File: src/rtl/mips_control_fsm_pkg.sv
// rtl/mips_control_fsm_pkg.sv - opcode, funct, mux-select and state encodings for the MIPS control FSM
package mips_control_fsm_pkg;

  localparam int N = 32;

  localparam logic [5:0] OP_RTYPE = 6'h00;
  localparam logic [5:0] OP_LW    = 6'h23;
  localparam logic [5:0] OP_SW    = 6'h2B;
  localparam logic [5:0] OP_BEQ   = 6'h04;
  localparam logic [5:0] OP_ADDI  = 6'h08;
  localparam logic [5:0] OP_ORI   = 6'h0D;
  localparam logic [5:0] OP_J     = 6'h02;

  localparam logic [5:0] FUNCT_SLL = 6'h00;
  localparam logic [5:0] FUNCT_SRL = 6'h02;
  localparam logic [5:0] FUNCT_SRA = 6'h03;

  localparam logic [1:0] ALUOP_ADD   = 2'b00;
  localparam logic [1:0] ALUOP_SUB   = 2'b01;
  localparam logic [1:0] ALUOP_FUNCT = 2'b10;
  localparam logic [1:0] ALUOP_OR    = 2'b11;

  localparam logic [2:0] SRCB_B       = 3'd0;
  localparam logic [2:0] SRCB_FOUR    = 3'd1;
  localparam logic [2:0] SRCB_IMM     = 3'd2;
  localparam logic [2:0] SRCB_IMM_SH2 = 3'd3;
  localparam logic [2:0] SRCB_SHAMT   = 3'd4;

  localparam logic [1:0] PCSRC_ALU    = 2'd0;
  localparam logic [1:0] PCSRC_ALUOUT = 2'd1;
  localparam logic [1:0] PCSRC_JUMP   = 2'd2;

  typedef enum logic [3:0] {
    ST_FETCH,
    ST_DECODE,
    ST_MEMADR,
    ST_MEMRD,
    ST_MEMWB,
    ST_MEMWR,
    ST_REXE,
    ST_ALUWB_RD,
    ST_ADDIEXE,
    ST_ORIEXE,
    ST_ALUWB_RT,
    ST_BEQ,
    ST_JUMP,
    ST_ILLEGAL
  } state_t;

  function automatic logic is_shift_funct(input logic [5:0] funct);
    return (funct == FUNCT_SLL) || (funct == FUNCT_SRL) || (funct == FUNCT_SRA);
  endfunction

endpackage

File: src/rtl/mips_control_fsm.sv
// rtl/mips_control_fsm.sv - multicycle MIPS control FSM (Moore outputs, gated by reset)
// Optional MIPS_CTRL_SHAMT_EN: shift functs select shamt as ALU y operand in REXE.
module mips_control_fsm
  import mips_control_fsm_pkg::*;
(
  input  logic       clk,
  input  logic       rst,
  input  logic [5:0] OP_code,
  input  logic [5:0] Funct,
  output logic       MemWrite,
  output logic       IRWrite,
  output logic       IorD,
  output logic       MemtoReg,
  output logic       RegDst,
  output logic       RegWrite,
  output logic       ALUSrcA,
  output logic [2:0] ALUSrcB,
  output logic [1:0] ALUOp,
  output logic [1:0] PCSource,
  output logic       PCWriteCond,
  output logic       PCWrite,
  output logic       illegal_op
);

  state_t state;
  state_t state_next;
  logic [2:0] rexe_srcb;

`ifdef MIPS_CTRL_SHAMT_EN
  assign rexe_srcb = is_shift_funct(Funct) ? SRCB_SHAMT : SRCB_B;
`else
  logic unused_funct;
  assign unused_funct = ^Funct;
  assign rexe_srcb    = SRCB_B;
`endif

  always_ff @(posedge clk or negedge rst) begin
    if (!rst) state <= ST_FETCH;
    else      state <= state_next;
  end

  // OP_code is only looked at in DECODE and MEMADR; it is held in the IR after FETCH.
  always_comb begin
    state_next = ST_FETCH;
    case (state)
      ST_FETCH:  state_next = ST_DECODE;
      ST_DECODE: begin
        case (OP_code)
          OP_RTYPE:      state_next = ST_REXE;
          OP_LW, OP_SW:  state_next = ST_MEMADR;
          OP_BEQ:        state_next = ST_BEQ;
          OP_ADDI:       state_next = ST_ADDIEXE;
          OP_ORI:        state_next = ST_ORIEXE;
          OP_J:          state_next = ST_JUMP;
          default:       state_next = ST_ILLEGAL;
        endcase
      end
      ST_MEMADR:   state_next = (OP_code == OP_SW) ? ST_MEMWR : ST_MEMRD;
      ST_MEMRD:    state_next = ST_MEMWB;
      ST_REXE:     state_next = ST_ALUWB_RD;
      ST_ADDIEXE:  state_next = ST_ALUWB_RT;
      ST_ORIEXE:   state_next = ST_ALUWB_RT;
      default:     state_next = ST_FETCH;
    endcase
  end

  // Reset gates every output, so FETCH strobes do not appear while rst is held low.
  always_comb begin
    MemWrite    = 1'b0;
    IRWrite     = 1'b0;
    IorD        = 1'b0;
    MemtoReg    = 1'b0;
    RegDst      = 1'b0;
    RegWrite    = 1'b0;
    ALUSrcA     = 1'b0;
    ALUSrcB     = SRCB_B;
    ALUOp       = ALUOP_ADD;
    PCSource    = PCSRC_ALU;
    PCWriteCond = 1'b0;
    PCWrite     = 1'b0;
    illegal_op  = 1'b0;
    if (rst) begin
      case (state)
        ST_FETCH: begin
          IRWrite = 1'b1;
          ALUSrcB = SRCB_FOUR;
          PCWrite = 1'b1;
        end
        ST_DECODE: ALUSrcB = SRCB_IMM_SH2;
        ST_MEMADR: begin
          ALUSrcA = 1'b1;
          ALUSrcB = SRCB_IMM;
        end
        ST_MEMRD: IorD = 1'b1;
        ST_MEMWB: begin
          RegWrite = 1'b1;
          MemtoReg = 1'b1;
        end
        ST_MEMWR: begin
          IorD     = 1'b1;
          MemWrite = 1'b1;
        end
        ST_REXE: begin
          ALUSrcA = 1'b1;
          ALUSrcB = rexe_srcb;
          ALUOp   = ALUOP_FUNCT;
        end
        ST_ALUWB_RD: begin
          RegWrite = 1'b1;
          RegDst   = 1'b1;
        end
        ST_ADDIEXE: begin
          ALUSrcA = 1'b1;
          ALUSrcB = SRCB_IMM;
          ALUOp   = ALUOP_ADD;
        end
        ST_ORIEXE: begin
          ALUSrcA = 1'b1;
          ALUSrcB = SRCB_IMM;
          ALUOp   = ALUOP_OR;
        end
        ST_ALUWB_RT: RegWrite = 1'b1;
        ST_BEQ: begin
          ALUSrcA     = 1'b1;
          ALUOp       = ALUOP_SUB;
          PCWriteCond = 1'b1;
          PCSource    = PCSRC_ALUOUT;
        end
        ST_JUMP: begin
          PCWrite  = 1'b1;
          PCSource = PCSRC_JUMP;
        end
        ST_ILLEGAL: illegal_op = 1'b1;
        default: ;
      endcase
    end
  end

endmodule

File: config.mk
export PLATFORM = sky130hd
export DESIGN_NAME = mips_control_fsm
export DESIGN_NICKNAME = d
export VERILOG_FILES = /design/src/rtl/mips_control_fsm_pkg.sv /design/src/rtl/mips_control_fsm.sv
export SDC_FILE = /design/constraint.sdc
export NUM_CORES = 1
export LEC_CHECK = 0
export ABC_AREA = 1
export CORE_MARGIN = 3
export CORE_UTILIZATION = 35
export CTS_CLUSTER_DIAMETER = 100
export CTS_CLUSTER_SIZE = 28
export DETAILED_ROUTE_END_ITERATION = 10
export PLACE_DENSITY_LB_ADDON = 0.25
export SLEW_MARGIN = 20
export SYNTH_ARGS = -nofsm -noshare
export SYNTH_HDL_FRONTEND = slang
export SYNTH_SLANG_ARGS = --single-unit
File: constraint.sdc
create_clock -name clk -period 1.3 [get_ports clk]
set_input_delay 0.195 -clock clk [delete_from_list [all_inputs] [get_ports clk]]
set_output_delay 0.195 -clock clk [all_outputs]
set_load 0.005 [all_outputs]
==> flow_summary.json, run 1 <==
{
  "synth_cells": 104,
  "drv_cap": 0,
  "ioPinCount": 31,
  "portBuffers": 23,
  "ctsHoldBuffers": 0,
  "reg2reg_to": "state[0]$_DFF_PN0_",
  "dp_cells": 156,
  "cp-start-kind": "flop",
  "r2r_setup_slack_ns": -0.04,
  "vias": 894,
  "async_flop_share": 1.00,
  "reg_top3": "state (4)",
  "r2r_cells": 9,
  "fin_hold_ws_ns": 0.257,
  "final.setup.tns_ns": -4.10,
  "powerDensity_mw_per_mm2": 1860,
  "drc": 0,
  "htree_levels": 1,
  "root_buffer": "clkbuf_4",
  "cts_tree": "built",
  "hold_path_class": "in -> async",
  "arrival_ns": 1.46,
  "max_freq_mhz": 603,
  "synthTopCellsByCount": "nand2_1 (26), nor2_1 (17), inv_1 (12)",
  "crit_family": "flip-flops",
  "nets": 176,
  "synth.most_common_cell": "nand2_1",
  "hold_violations": 0,
  "setup.worst_path.end_class": "output port",
  "synth-main-ff-cell": "dfrtp_1",
  "p_sw_frac": 0.463,
  "rows": 13,
  "crit_required_ns": 1.11,
  "fin_util": 0.830,
  "place_congestion": 0.819,
  "cts-buffers-inserted": 3,
  "slowest_delay_ns": 0.44,
  "avgSynthCellArea_um2": 5.47,
  "r2r-start": "state[3]$_DFF_PN0_",
  "synth_compound_area_frac": 0.0967,
  "power_frac_clock": 0.076,
  "fin_cells": 175,
  "dieArea_mm2": 0.00215,
  "fin_crit_sh": 1.28,
  "ys_top_cells_by_area": "dfrtp_1 (18%), nand2_1 (17%), nor2_1 (11%), inv_1 (7.9%), nand3_1 (6.2%)",
  "core_area_mm2": 0.00142,
  "p_sw_mw": 1.01,
  "firstDrtPassIters": 4,
  "finalMaxSlewViolations": 0,
  "syn-num-nets": 118,
  "crit_type": "reg -> out",
  "p_int_mw": 1.18,
  "initial_utilization": 0.402,
  "p_comb_frac": 0.792,
  "syn-cell-area_um2": 569,
  "synthXorXnorAreaFrac": 0,
  "cellLeakagePower_nw": 0.638,
  "finalClockSkew_ns": 0.00112,
  "yosys_warnings": 0,
  "critical_path_buf_inv_count": 2,
  "antenna_found_initial": 0,
  "die_w_um": 46.3,
  "largest_register_ffs": 4,
  "cp_slowest_cell": "dfrtp_2",
  "diodes": 0,
  "synth.distinct_cells": 24,
  "insertion_delay_ns": 0.24,
  "antenna_left": 0,
  "synth-seq-cells": 4,
  "clk_pin_slew_ns": 0.04,
  "cts_buffer_depth": 2,
  "synth_fa_ha_area_frac": 0,
  "drive_above_1_share": 0.594,
  "initialDrtViolationCount": 20,
  "synth_top_family_by_area": "simple AND/OR/NAND/NOR gates",
  "violations": "negative setup slack",
  "grt_pass1_wl_mm": 3.67,
  "grt.overflow.total": 0,
  "synth_edf_count": 0,
  "crit_path_cell_trace": "buf_6 -> nor2_4 -> nand3_2 -> a31oi_1 -> buf_2",
  "synth-simple-area-share": 0.554,
  "muxShareOfSynthArea": 0,
  "worst-path-max-fanout": 4,
  "rsz0062_at_grt": "yes",
  "grt.total_usage": 0.237,
  "vdd_ir_drop_max_mv": 1.08,
  "totalWireLength_mm": 2.44,
  "setup_violations": 20,
  "post_dp_cell_area_um2": 927,
  "grt_start_max_net_pins": 8,
  "synth_seq_area_share": 0.176,
  "grt_pass1_vias": 857,
  "finalWorstSetupSlack_ns": -0.359,
  "status": "finished with violations",
  "area_growth_pct": 106,
  "yosys.area.top_type": "dfrtp_1",
  "synth_top_cell_area_share": 0.176,
  "post-route-min-period_ns": 1.66,
  "largest_register": "state",
  "hpwl_mm": 1.36,
  "die_height_um": 46.3,
  "final_cell_area_mm2": 0.00117,
  "pwr-share-seq": 0.132,
  "numClockSinks": 4,
  "viasPerCell": 5.11,
  "wl_per_cell_um": 14.0
}
## cells by family (layout without fill, tap and decap cells)
kind of cell,after synthesis,in the layout
AND/OR/NAND/NOR,66,66
buffers and inverters,23,79
AO/OA/AOI/OAI,10,10
flip-flops,4,4
other,1,1
## metal layers
metal	up-vias	part of all wire	GRT usage
met3	8	0.064	0.0547
met1	413	0.39	0.267
li1	432	-	-
met5	-	0	0
met2	41	0.52	0.448
met4	0	0.032	0.0398
## layout make-up
class | count | area [µm²]
sequential | 4 | 104
fill | 95 | 240
multi-input combinational | 77 | 479
clock buffer | 3 | 22.5
timing repair buffer | 56 | 469
inverter | 20 | 81.3
tap | 15 | 18.8
## placed cells by master (no fill, tap or decap), drive strengths merged
| cell type | instances |
|---|---|
| a21oi | 4 |
| a31oi | 1 |
| and2 | 1 |
| buf | 44 |
| clkbuf | 3 |
| clkdlybuf4s15 | 4 |
| clkdlybuf4s50 | 5 |
| clkinv | 2 |
| conb | 1 |
| dfrtp | 4 |
| dlygate4sd2 | 1 |
| dlymetal6s2s | 2 |
| inv | 18 |
| nand2 | 28 |
| nand3 | 8 |
| nand3b | 1 |
| nand4 | 2 |
| nor2 | 23 |
| nor3 | 3 |
| o21ai | 5 |
## power by group through the flow
stage               sequential [mW]  combinational (mW)  clock (mW)
CTS                           0.268                1.41       0.164
detailed placement            0.258                1.00           0
global placement              0.258               0.984           0
global route                  0.293                1.85       0.180
finish                        0.290                1.73       0.166
floorplan                     0.262               0.485           0
## worst max-delay path by stage
stage | startpoint | end | cells after the start
final | state[3]$_DFF_PN0_ | RegWrite | 5
after global routing | state[3]$_DFF_PN0_ | ALUSrcB[0] | 7
after CTS | state[3]$_DFF_PN0_ | ALUSrcB[1] | 9
after detailed placement | rst | MemtoReg | 5
after global placement | rst | RegWrite | 5
after floorplan | state[3]$_DFF_PN0_ | PCSource[0] | 5
## through the flow
stage,total power [mW],setup WS (ns)
after global routing,2.33,-0.391
final,2.19,-0.359
after detailed placement,1.26,-0.515
after CTS,1.84,-0.267
after global placement,1.24,-0.505
after floorplan,0.747,0.0860
## repair_timing
action,CTS,global route
gates resized for setup,84,19
pin swaps,14,14
setup endpoints to repair,17,20
setup buffers,15,6
Note: power is estimated with default switching activity, not from simulation.
==> run 2, diff against run 1 <==
ABC_CLOCK_PERIOD_IN_PS = 1300   (was not set)
CORE_MARGIN = 4   (was 3)
TNS_END_PERCENT = 10   (was not set)
==> flow_summary.json, run 2 (synthesis gave the netlist of run 1 again) <==
{
  "numClockSinks": 4,
  "p_sw_frac": 0.461,
  "pwr-share-seq": 0.151,
  "wl_per_cell_um": 11.3,
  "violations": "negative setup slack",
  "clk_pin_slew_ns": 0.04,
  "grt.total_usage": 0.170,
  "portBuffers": 23,
  "status": "finished with violations",
  "power_frac_clock": 0.078,
  "cts-buffers-inserted": 3,
  "root_buffer": "clkbuf_4",
  "fin_crit_sh": 1.20,
  "grt_pass1_vias": 808,
  "rows": 14,
  "grt.overflow.total": 0,
  "p_sw_uw": 912,
  "pre_cts_slack_ns": -0.501,
  "place_congestion": 0.814,
  "crit_family": "flip-flops",
  "htree_levels": 1,
  "diodes": 0,
  "final_cell_mix": "buf_4 (19), nand2_1 (18), buf_2 (14), nor2_1 (11)",
  "initialDrtViolationCount": 5,
  "largest_register": "state",
  "drv_cap": 0,
  "viasPerCell": 4.74,
  "nets": 172,
  "drive_above_1_share": 0.590,
  "die_w_um": 48.3,
  "vias": 815,
  "cts_tree": "built",
  "r2r_setup_slack_ns": -0.08,
  "slowest_delay_ns": 0.46,
  "antenna_left": 0,
  "initial_utilization": 0.374,
  "arrival_ns": 1.36,
  "reg_top3": "state (4)",
  "finalClockSkew_ns": 0.00222,
  "fin_hold_ws_ns": 0.289,
  "cts_buffer_depth": 2,
  "critical_path_buf_inv_count": 2,
  "cellLeakagePower_nw": 0.658,
  "cp-start-kind": "flop",
  "crit_type": "reg -> out",
  "antenna_found_initial": 0,
  "ctsHoldBuffers": 0,
  "max_freq_mhz": 641,
  "largest_register_ffs": 4,
  "insertion_delay_ns": 0.23,
  "drc": 0,
  "firstDrtPassIters": 4,
  "vdd_ir_drop_max_mv": 0.782,
  "crit_path_cell_trace": "buf_6 -> nor2_4 -> nand3_2 -> a31oi_1 -> buf_2",
  "p_comb_frac": 0.771,
  "finalPower_mw": 1.98,
  "ioPinCount": 31,
  "finalWorstSetupSlack_ns": -0.259,
  "powerDensity_mw_per_mm2": 1740,
  "dieArea_mm2": 0.00234,
  "finalMaxSlewViolations": 0,
  "final_common_cell": "buf_4",
  "die_height_um": 48.3,
  "grt_pass1_wl_mm": 3.35,
  "cp_slowest_cell": "dfrtp_2",
  "rsz0062_at_grt": "yes",
  "core_area_mm2": 0.00152,
  "setup.worst_path.end_class": "output port",
  "grt_start_max_net_pins": 8,
  "nFillCells": 133,
  "totalWireLength_mm": 1.95,
  "worst-path-max-fanout": 4,
  "setup_violations": 16,
  "p_int_mw": 1.07,
  "post-route-min-period_ns": 1.56,
  "hold_violations": 0,
  "area_growth_pct": 99.8,
  "hold_path_class": "in -> async",
  "crit_required_ns": 1.11,
  "hpwl_mm": 1.28
}
-- run 2: changes by cell type in the layout (fill, tap and decap cells not counted), moves of 3 or more --
cell,change
clkdlybuf4s50_1,-3
buf_4,-4
nand2_2,+3
nand2_1,-3
buf_2,+3
dlymetal6s2s_1,+3
-- run 2: per-stage QoR --
step | std cells | setup TNS, ns | utilization | instance area, µm²
2_1_floorplan | 104 | 0 | - | 569
3_3_place_gp | 153 | -7.19 | 0.589 | 898
3_5_place_dp | 153 | -7.25 | 0.589 | 898
4_1_cts | 170 | -2.65 | 0.697 | 1060
5_1_grt | 172 | -4.06 | 0.746 | 1140
6_report | 172 | -2.75 | 0.746 | 1140
-- run 2: area by class of cell --
cell class,count,area (µm²),area share
clock buffer,3,22.5,0.0198
timing repair buffer,52,430,0.378
tap,16,20.0,0.0176
inverter,20,85.1,0.0748
sequential,4,104,0.0913
multi-input combinational,77,475,0.418
-- run 2: metal layers --
| metal | wire [µm] | track usage | share of wire | vias up |
|---|---|---|---|---|
| met4 | 73 | 0.0461 | 0.037 | 0 |
| met3 | 100 | 0.0399 | 0.051 | 8 |
| met5 | 0 | 0 | 0 | - |
| met1 | 750 | 0.180 | 0.38 | 359 |
| met2 | 1020 | 0.324 | 0.53 | 25 |
| li1 | - | - | - | 423 |
-- run 2: power by group through the flow --
stage | logic (mW) | registers [mW] | clock network (mW)
floorplan | 0.485 | 0.262 | 0
global placement | 0.957 | 0.257 | 0
detailed placement | 0.969 | 0.260 | 0
CTS | 1.34 | 0.292 | 0.159
global route | 1.65 | 0.307 | 0.171
finish | 1.53 | 0.298 | 0.154
-- run 2: what timing repair did --
item,in CTS,in global routing
setup endpoints to repair,16,19
buffers inserted,14,2
pin swaps,16,14
resized for setup,87,27
-- run 2: path summary, 6_finish.rpt --
check | start | end | cells after the start
worst max-delay path | state[3]$_DFF_PN0_ | RegWrite | 5
worst min-delay path | rst | state[2]$_DFF_PN0_ | 2
worst max register to register | state[0]$_DFF_PN0_ | state[2]$_DFF_PN0_ | 10
worst min register to register | state[3]$_DFF_PN0_ | state[0]$_DFF_PN0_ | 3
max in group asynchronous | rst | state[3]$_DFF_PN0_ | 2
min in group clk | OP_code[0] | state[2]$_DFF_PN0_ | 5
